### config.mk
export PLATFORM = sky130hd
export DESIGN_NAME = fifo_pkt_reader
export DESIGN_NICKNAME = d
export VERILOG_FILES = /design/src/rtl/fifo_pkt_reader.sv
export SDC_FILE = /design/constraint.sdc
export NUM_CORES = 1
export LEC_CHECK = 0
export CAP_MARGIN = 30
export CORE_MARGIN = 2
export CORE_UTILIZATION = 50
export CTS_CLUSTER_DIAMETER = 60
export DETAILED_ROUTE_END_ITERATION = 6
export HOLD_SLACK_MARGIN = 0.02
export PLACE_DENSITY = 0.76
export SKIP_LAST_GASP = 1
export SLEW_MARGIN = 20
export SYNTH_ARGS = -nofsm -noshare
export SYNTH_HDL_FRONTEND = slang
export SYNTH_SLANG_ARGS = --single-unit
### constraint.sdc
create_clock -name clk -period 1.75 [get_ports clk]
set_clock_uncertainty 0.1 [all_clocks]
set_input_delay 0.175 -clock clk [delete_from_list [all_inputs] [get_ports clk]]
set_output_delay 0.175 -clock clk [all_outputs]
set_load 0.1 [all_outputs]
### src/rtl/fifo_pkt_reader.sv
// fifo_pkt_reader
//   Drain stage for the 16-bit circular FIFO. Pops words whenever the output
//   buffer has credit, tags them with sop/eop and presents fixed-length
//   packets on a valid/ready stream. A small circular skid buffer absorbs the
//   FIFO's one-cycle read latency, so back-pressure never loses data.
//
//   Optional feature macro: FIFO_PKT_READER_CHECKSUM_EN
//     When defined, each packet gets one extra trailing word holding the
//     modulo-2^DATA_W sum of its data words; eop moves onto that word.
//
// Ports
//   clk        : system clock, all state on rising edge
//   reset      : asynchronous active-low reset
//   fifo_empty : FIFO empty flag
//   fifo_rd    : FIFO read strobe, one word popped per high cycle
//   fifo_dout  : FIFO read data, valid one cycle after fifo_rd
//   out_valid  : output word available (buffer not empty)
//   out_ready  : consumer accepts word
//   out_data   : output word (buffer head)
//   out_sop    : head word is first of packet
//   out_eop    : head word is last of packet
//   pkt_count  : completed packets, counts eop handshakes, wraps
module fifo_pkt_reader #(
   parameter int DATA_W    = 16,
   parameter int PKT_LEN   = 4,
   parameter int BUF_DEPTH = 4
) (
   input  logic              clk,
   input  logic              reset,
   input  logic              fifo_empty,
   output logic              fifo_rd,
   input  logic [DATA_W-1:0] fifo_dout,
   output logic              out_valid,
   input  logic              out_ready,
   output logic [DATA_W-1:0] out_data,
   output logic              out_sop,
   output logic              out_eop,
   output logic [15:0]       pkt_count
);

   localparam int              CW      = $clog2(BUF_DEPTH + 1);
   localparam int              PW      = (BUF_DEPTH > 1) ? $clog2(BUF_DEPTH) : 1;
   localparam logic [CW:0]     DEPTH_C = (CW+1)'(BUF_DEPTH);
   localparam logic [7:0]      LAST_W  = 8'(PKT_LEN - 1);
   localparam logic [PW-1:0]   LAST_P  = PW'(BUF_DEPTH - 1);

   logic [DATA_W-1:0]    buf_data [BUF_DEPTH];
   logic [BUF_DEPTH-1:0] buf_sop;
   logic [BUF_DEPTH-1:0] buf_eop;
   logic [PW-1:0]        wr_ptr;
   logic [PW-1:0]        rd_ptr;
   logic [CW-1:0]        buf_count;
   logic                 rd_pending;
   logic [7:0]           wcnt;
   logic [CW:0]          credit_used;
   logic                 has_credit;
   logic                 pop;
   logic                 push;
   logic [DATA_W-1:0]    push_data;
   logic                 push_sop;
   logic                 push_eop;

   function automatic logic [PW-1:0] ptr_inc(input logic [PW-1:0] p);
      return (p == LAST_P) ? '0 : p + 1'b1;
   endfunction

   // Words already buffered plus the one in flight from the FIFO.
   assign credit_used = {1'b0, buf_count} + {{CW{1'b0}}, rd_pending};
   assign has_credit  = (credit_used < DEPTH_C);

   assign out_valid = (buf_count != '0);
   assign out_data  = buf_data[rd_ptr];
   assign out_sop   = buf_sop[rd_ptr];
   assign out_eop   = buf_eop[rd_ptr];
   assign pop       = out_valid && out_ready;

`ifdef FIFO_PKT_READER_CHECKSUM_EN
   localparam logic [0:0] ST_DATA = 1'b0;
   localparam logic [0:0] ST_CSUM = 1'b1;

   logic [0:0]        state;
   logic [DATA_W-1:0] acc;
   logic              csum_push;
   logic              last_in_flight;

   // The state only moves to CSUM when the last data word is captured, so the
   // read for the next packet is held back while that word is still in
   // flight; otherwise it would land ahead of the checksum word.
   assign last_in_flight = rd_pending && (wcnt == LAST_W);
   assign csum_push      = (state == ST_CSUM) && !rd_pending && has_credit;
   assign fifo_rd        = reset && !fifo_empty && (state == ST_DATA) &&
                           has_credit && !last_in_flight;

   always_comb begin
      push      = rd_pending || csum_push;
      push_data = rd_pending ? fifo_dout : acc;
      push_sop  = rd_pending && (wcnt == '0);
      push_eop  = !rd_pending;
   end

   always_ff @(posedge clk or negedge reset) begin
      if (!reset) begin
         state <= ST_DATA;
         acc   <= '0;
      end else begin
         if (rd_pending)
            acc <= (wcnt == '0) ? fifo_dout : acc + fifo_dout;
         if (last_in_flight)
            state <= ST_CSUM;
         else if (csum_push)
            state <= ST_DATA;
      end
   end
`else
   // Gated by reset so the FIFO is never popped while the buffer is held clear.
   assign fifo_rd = reset && !fifo_empty && has_credit;

   always_comb begin
      push      = rd_pending;
      push_data = fifo_dout;
      push_sop  = (wcnt == '0);
      push_eop  = (wcnt == LAST_W);
   end
`endif

   always_ff @(posedge clk or negedge reset) begin
      if (!reset) begin
         for (int unsigned i = 0; i < BUF_DEPTH; i++)
            buf_data[i] <= '0;
         buf_sop    <= '0;
         buf_eop    <= '0;
         wr_ptr     <= '0;
         rd_ptr     <= '0;
         buf_count  <= '0;
         rd_pending <= 1'b0;
         wcnt       <= '0;
         pkt_count  <= '0;
      end else begin
         rd_pending <= fifo_rd;
         if (push) begin
            buf_data[wr_ptr] <= push_data;
            buf_sop[wr_ptr]  <= push_sop;
            buf_eop[wr_ptr]  <= push_eop;
            wr_ptr           <= ptr_inc(wr_ptr);
         end
         if (pop)
            rd_ptr <= ptr_inc(rd_ptr);
         case ({push, pop})
            2'b10:   buf_count <= buf_count + 1'b1;
            2'b01:   buf_count <= buf_count - 1'b1;
            default: buf_count <= buf_count;
         endcase
         if (rd_pending)
            wcnt <= (wcnt == LAST_W) ? '0 : wcnt + 1'b1;
         if (pop && out_eop)
            pkt_count <= pkt_count + 1'b1;
      end
   end

endmodule
# --- Yosys cells after proc, flatten, opt, wreduce, memory -nomap -nowiden ---
# Index checks and enable logic that the tools add are counted.
word_totals:
  word_cells: 61
  output_inout_bits: 36
  inputBits: 20
  reg_bits: 104
op_classes:
  bitwise_logic: 2
  n_lt_le_gt_ge: 7
  reduce_logical: 10
  n_addsub: 7
  eq_ne: 5
  muxes: 18
ops:
  columns: ["op", "n"]
  rows:
  - ["$bwmux W64", 1]
  - ["$mux W16", 3]
  - ["$bmux W16 S2", 1]
  - ["$demux W16 S2", 1]
  - ["$add A16 B1 Y16 const B", 1]
  - ["$add A8 B1 Y8 const B", 1]
  - ["$bwmux W4", 2]
  - ["$eq A8 B2 Y1 const B", 1]
  - ["$logic_not A8 Y1", 1]
  - ["$mux W8", 1]
  - ["$eq A2 B2 Y1 const B", 3]
  - ["$ge A3 B3 Y1 const B", 2]
  - ["$logic_and A1 B1 Y1", 6]
  - ["$lt A2 B3 Y1 const B", 2]
  - ["$not A2 Y3", 2]
  - ["$pmux W3 S2", 1]
  - ["$add A2 B1 Y2 const B", 2]
  - ["$add A3 B1 Y4", 1]
  - ["$bmux W1 S2", 2]
  - ["$lt A4 B3 Y1 const B", 1]
  - ["$mux W2", 2]
  - ["$add A3 B1 Y3 const B", 1]
  - ["$lt A3 B1 Y1 const B", 1]
  - ["$mux W1", 3]
  - ["other kinds (7)", 7]

# --- Logic depth before layout (Yosys ltp) ---
logic_depth:
  word_depth: 6
  ltp_mapped: 8
  depth_no_buf: 7

# --- Least setup slack after synthesis ---
# Ideal clock, no wire load.
synth_path:
  path_type: "flip-flop to flip-flop"
  start: "register rd_pending (netlist: push)"
  end: "register rd_pending (netlist: push)"
  synth_period_minus_slack_ns: 2.685
  path_buffers: 2
  stages_incl_launch_ff: 4
  slack_ns: -0.935
  required_time_ns: 1.346
  arrival_time_ns: 2.281
  path_cell_list: "dfrtp_1 clkbuf_1 clkbuf_1 a31oi_1"
synth_via:
  elab_chain_len: 3
synth_lines:
  columns: ["element", "line_no", "text"]
  rows:
  - ["start: declaration", "53", "logic rd_pending;"]
  - ["start signal: assignment", "139", "rd_pending <= fifo_rd;"]
  - ["$add A3 B1 Y4", "68", "assign credit_used = {1'b0, buf_count} + {{CW{1'b0}}, rd_pending};"]
  - ["$lt A4 B3 Y1", "69", "assign has_credit = (credit_used < DEPTH_C);"]
  - ["$logic_and A1 B1 Y1", "116", "assign fifo_rd = reset && !fifo_empty && has_credit;"]
  - ["via fifo_rd", "31", "output logic fifo_rd,"]
# The timed path passes the listed nets, and every way through them passes these cells.
# A chain may end at the register's enable or synchronous reset.

# --- Final worst setup path ---
layout_path:
  start: "register rd_ptr[0]"
  end: "output out_data[8]"
layout_via:
  elab_chain_len: 4
layout_lines:
  columns: ["element", "line_no", "text"]
  rows:
  - ["start: declaration", "51", "logic [PW-1:0] rd_ptr;"]
  - ["start signal: assignment", "147", "rd_ptr <= ptr_inc(rd_ptr);"]
  - ["$not A2 Y3 (not written as such)", "72", "assign out_data = buf_data[rd_ptr];"]
  - ["$bmux W16 S2", "72", null]
  - ["$mux W16 (not written as such) (2 in a row)", "72", null]
  - ["end: declaration", "35", "output logic [DATA_W-1:0] out_data,"]
# Every way passes these cells. The select of a mux whose other input is x is not followed.

==> metrics <==
run status=finished with violations; failing checks=setup timing; PortBufs=55; DP HPWL=5800 um; die area=0.0100 sq mm; CP cell instances=buf_6, mux4_2, buf_12; Antenna diodes=0; FILL cells=594; RSZ-0062 raised after global routing=true; final hold violations=0; design area=about 0.0063 sq mm; sequential area share after synthesis=56.5%; Mapped Nets=357; GRT Overall Usage=around a fifth; drt drc=0; clk root buf=clkbuf_8; Placed Area=around 0.0059 sq mm; Syn Inst Count=approximately 330; post-synthesis instance area=~0.0046 sq mm; Period minus WS final=~2.0 ns; first-pass GRT wire length=15100 um; HP Class=input pin to asynchronous set/reset pin; Slowest-stage cell, CP=mux4_2; CP peak stage delay=0.56 ns; P&R area growth vs syn=37.7%; max_slew headroom=64.1%; total grt overflow=0; Final setup violation count=31; largest net degree at the start of global routing=roughly 110; Routed WL=between 8000 and 9000 um; yosys warns=0; Worst-Skew Late Latency=0.35 ns; post-synthesis average cell area=14.1 sq um; CTS Sinks=104; chip height=around 100 um; share of layout cells above drive strength 1=51.4%; Die X=100 um; Top Family by Delay on Critical Path=multiplexers; critical setup path kind=flop to output port; fmax=498 MHz; Cell variety after synth=31; crit share post-route=115%; Placer Congestion=between 0.7 and 0.8; CP Buf/Inv Count=2; Critical Path AT=1.73 ns; Slew @ Worst Pin=between 0.5 and 0.6 ns; final worst setup slack=-0.258 ns; CP required=1.47 ns; num rows=35; TritonCTS clock tree=built; CP Launch Type=flop; Util after Layout=69.7%; DR iter-0 viols=85; fin. max-slew vios=0; CP Capture Type=output port; Antenna Nets Post-Route=0; cts bufs inserted=9; crit-path max FO=6; H-tree depth=3; Initial DRT Pass Iterations=4; routed via count=2865; Layout Nets=439; core area=0.00911 sq mm; Hold Slack=0.363 ns; max-cap viol count=0; vias in the first global route=3125; vias per cell=about 5.5; Synth Register Bits=roughly 100; WL per Instance=17.0 um; I/O Pins=between 50 and 60; clock slew at the register clock pins of the worst setup and hold paths=0.09 ns; CTS Buffer Depth=2; initial core utilization=50.6%; antenna violations before repair=0
==> per-layer routing <==
metal	vias to the layer above	part of all wire, %	GRT usage [%]
met5	-	0	0
met4	0	1.2	6.01
met3	10	2.8	3.83
met2	44	54	33.3
met1	1487	42	25.3
li1	1324	-	-
==> registers in the layout (all words and copies together), names as in the netlist <==
name	count
pkt_count	16
buf_sop	4
buf_eop	4
buf_data	64
buf_count	3
rd_ptr	2
wcnt	8
wr_ptr	2
push	1
==> worst reg2reg max path: stages, from the launching register on <==
cell and delay, ns:
dfrtp_1 0.40, or4_4 0.55, or4b_4 0.59, nand2_2 0.08
mux2i_1 0.06
==> cell families after synthesis <==
family          share of synthesized area (%)
mux                                      25.6
flops                                    56.5
buf+inv                                  2.23
fa+ha+maj                                2.88
compound gates                           1.79
xor+xnor                                 4.18
simple gates                             6.84
==> cell usage in the layout, fill, tap and decap left out, types with 3 or more instances in the layout <==
cell type        synthesis  layout
dfrtp_1                104      89
buf_4                    0      18
nand2_2                  0       3
clkbuf_8                 0       9
nor2_1                   7       5
nand4_1                  8       8
o21ai_0                  8       8
mux2_2                  66      66
ha_1                     9       8
inv_1                   11      11
mux4_2                  18      18
dfrtp_2                  0      15
xnor2_1                 13      11
nor3_2                   0       3
buf_12                   0      43
nand2_1                 26      22
clkdlybuf4s50_1          0      18
o21ai_2                  0       4
buf_6                    0       6
xor2_1                   9       9
==> cell usage after synthesis <==
cell type	n	area, sq um
nor3_1	6	30.0
nand4_1	8	50.1
a21o_1	1	7.51
dfrtp_1	104	2600
mux2_2	66	743
buf_2	4	20.0
mux4_2	18	405
buf_1	1	3.75
and3_1	2	12.5
o21ai_0	8	40.0
mux2_1	1	11.3
nor4_1	1	6.26
xnor2_1	13	114
or4_4	1	11.3
mux2i_1	2	20.0
o21ai_1	4	20.0
o31a_1	1	8.76
and2_1	2	12.5
nand2_1	26	97.6
or3_1	3	18.8
ha_1	9	113
fa_1	1	20.0
nand3_1	4	20.0
inv_1	11	41.3
xor2_1	9	78.8
a31oi_1	1	6.26
nor2_1	7	26.3
clkbuf_1	10	37.5
and3_2	1	7.51
and4_1	1	8.76
or4b_4	1	13.8
==> path summary, 6_finish.rpt <==
path / startpoint / endpoint / slack (ns) / depth (start not counted)
max reg2reg: wcnt[7] / wcnt[0] / -0.13 / 4
max: rd_ptr[0] / out_data[8] / -0.26 / 3
min reg2reg: buf_sop[2] / buf_sop[2] / 0.39 / 2
min: reset / buf_data[16] / 0.36 / 3
max in group asynchronous: reset / pkt_count[2] / 0.76 / 3
min in group clk: buf_sop[2] / buf_sop[2] / 0.39 / 2
==> repair_timing <==
item	4_1_cts	5_1_grt
endpoints found under the hold margin	104	0
resized for setup	14	17
hold buffers	1	0
setup buffers	4	5
endpoints found under the setup margin	26	45
pin swaps	6	12
==> stage by stage <==
| stage | cells | worst slack [ns] | setup TNS [ns] |
|---|---|---|---|
| after floorplan | 327 | -0.297 | -4.24 |
| after global placement | 499 | -0.160 | -0.235 |
| after detailed placement | 499 | -0.200 | -0.393 |
| after CTS | 520 | -0.275 | -4.83 |
| after global routing | 525 | -0.342 | -7.65 |
| final | 525 | -0.258 | -5.02 |
==> cell type report <==
type,count,area [sq um],share of cell area [%]
clock buffers,9,124,1.95
clock inverters,7,95.1,1.50
inverters,11,41.3,0.651
multi-input cells,197,2070,32.7
flip-flops and latches,104,2620,41.3
well taps,111,139,2.19
repair buffers,86,1250,19.8
Power is not shown: default switching activity piles up to over one toggle a cycle in this logic, so the estimate is an artifact.
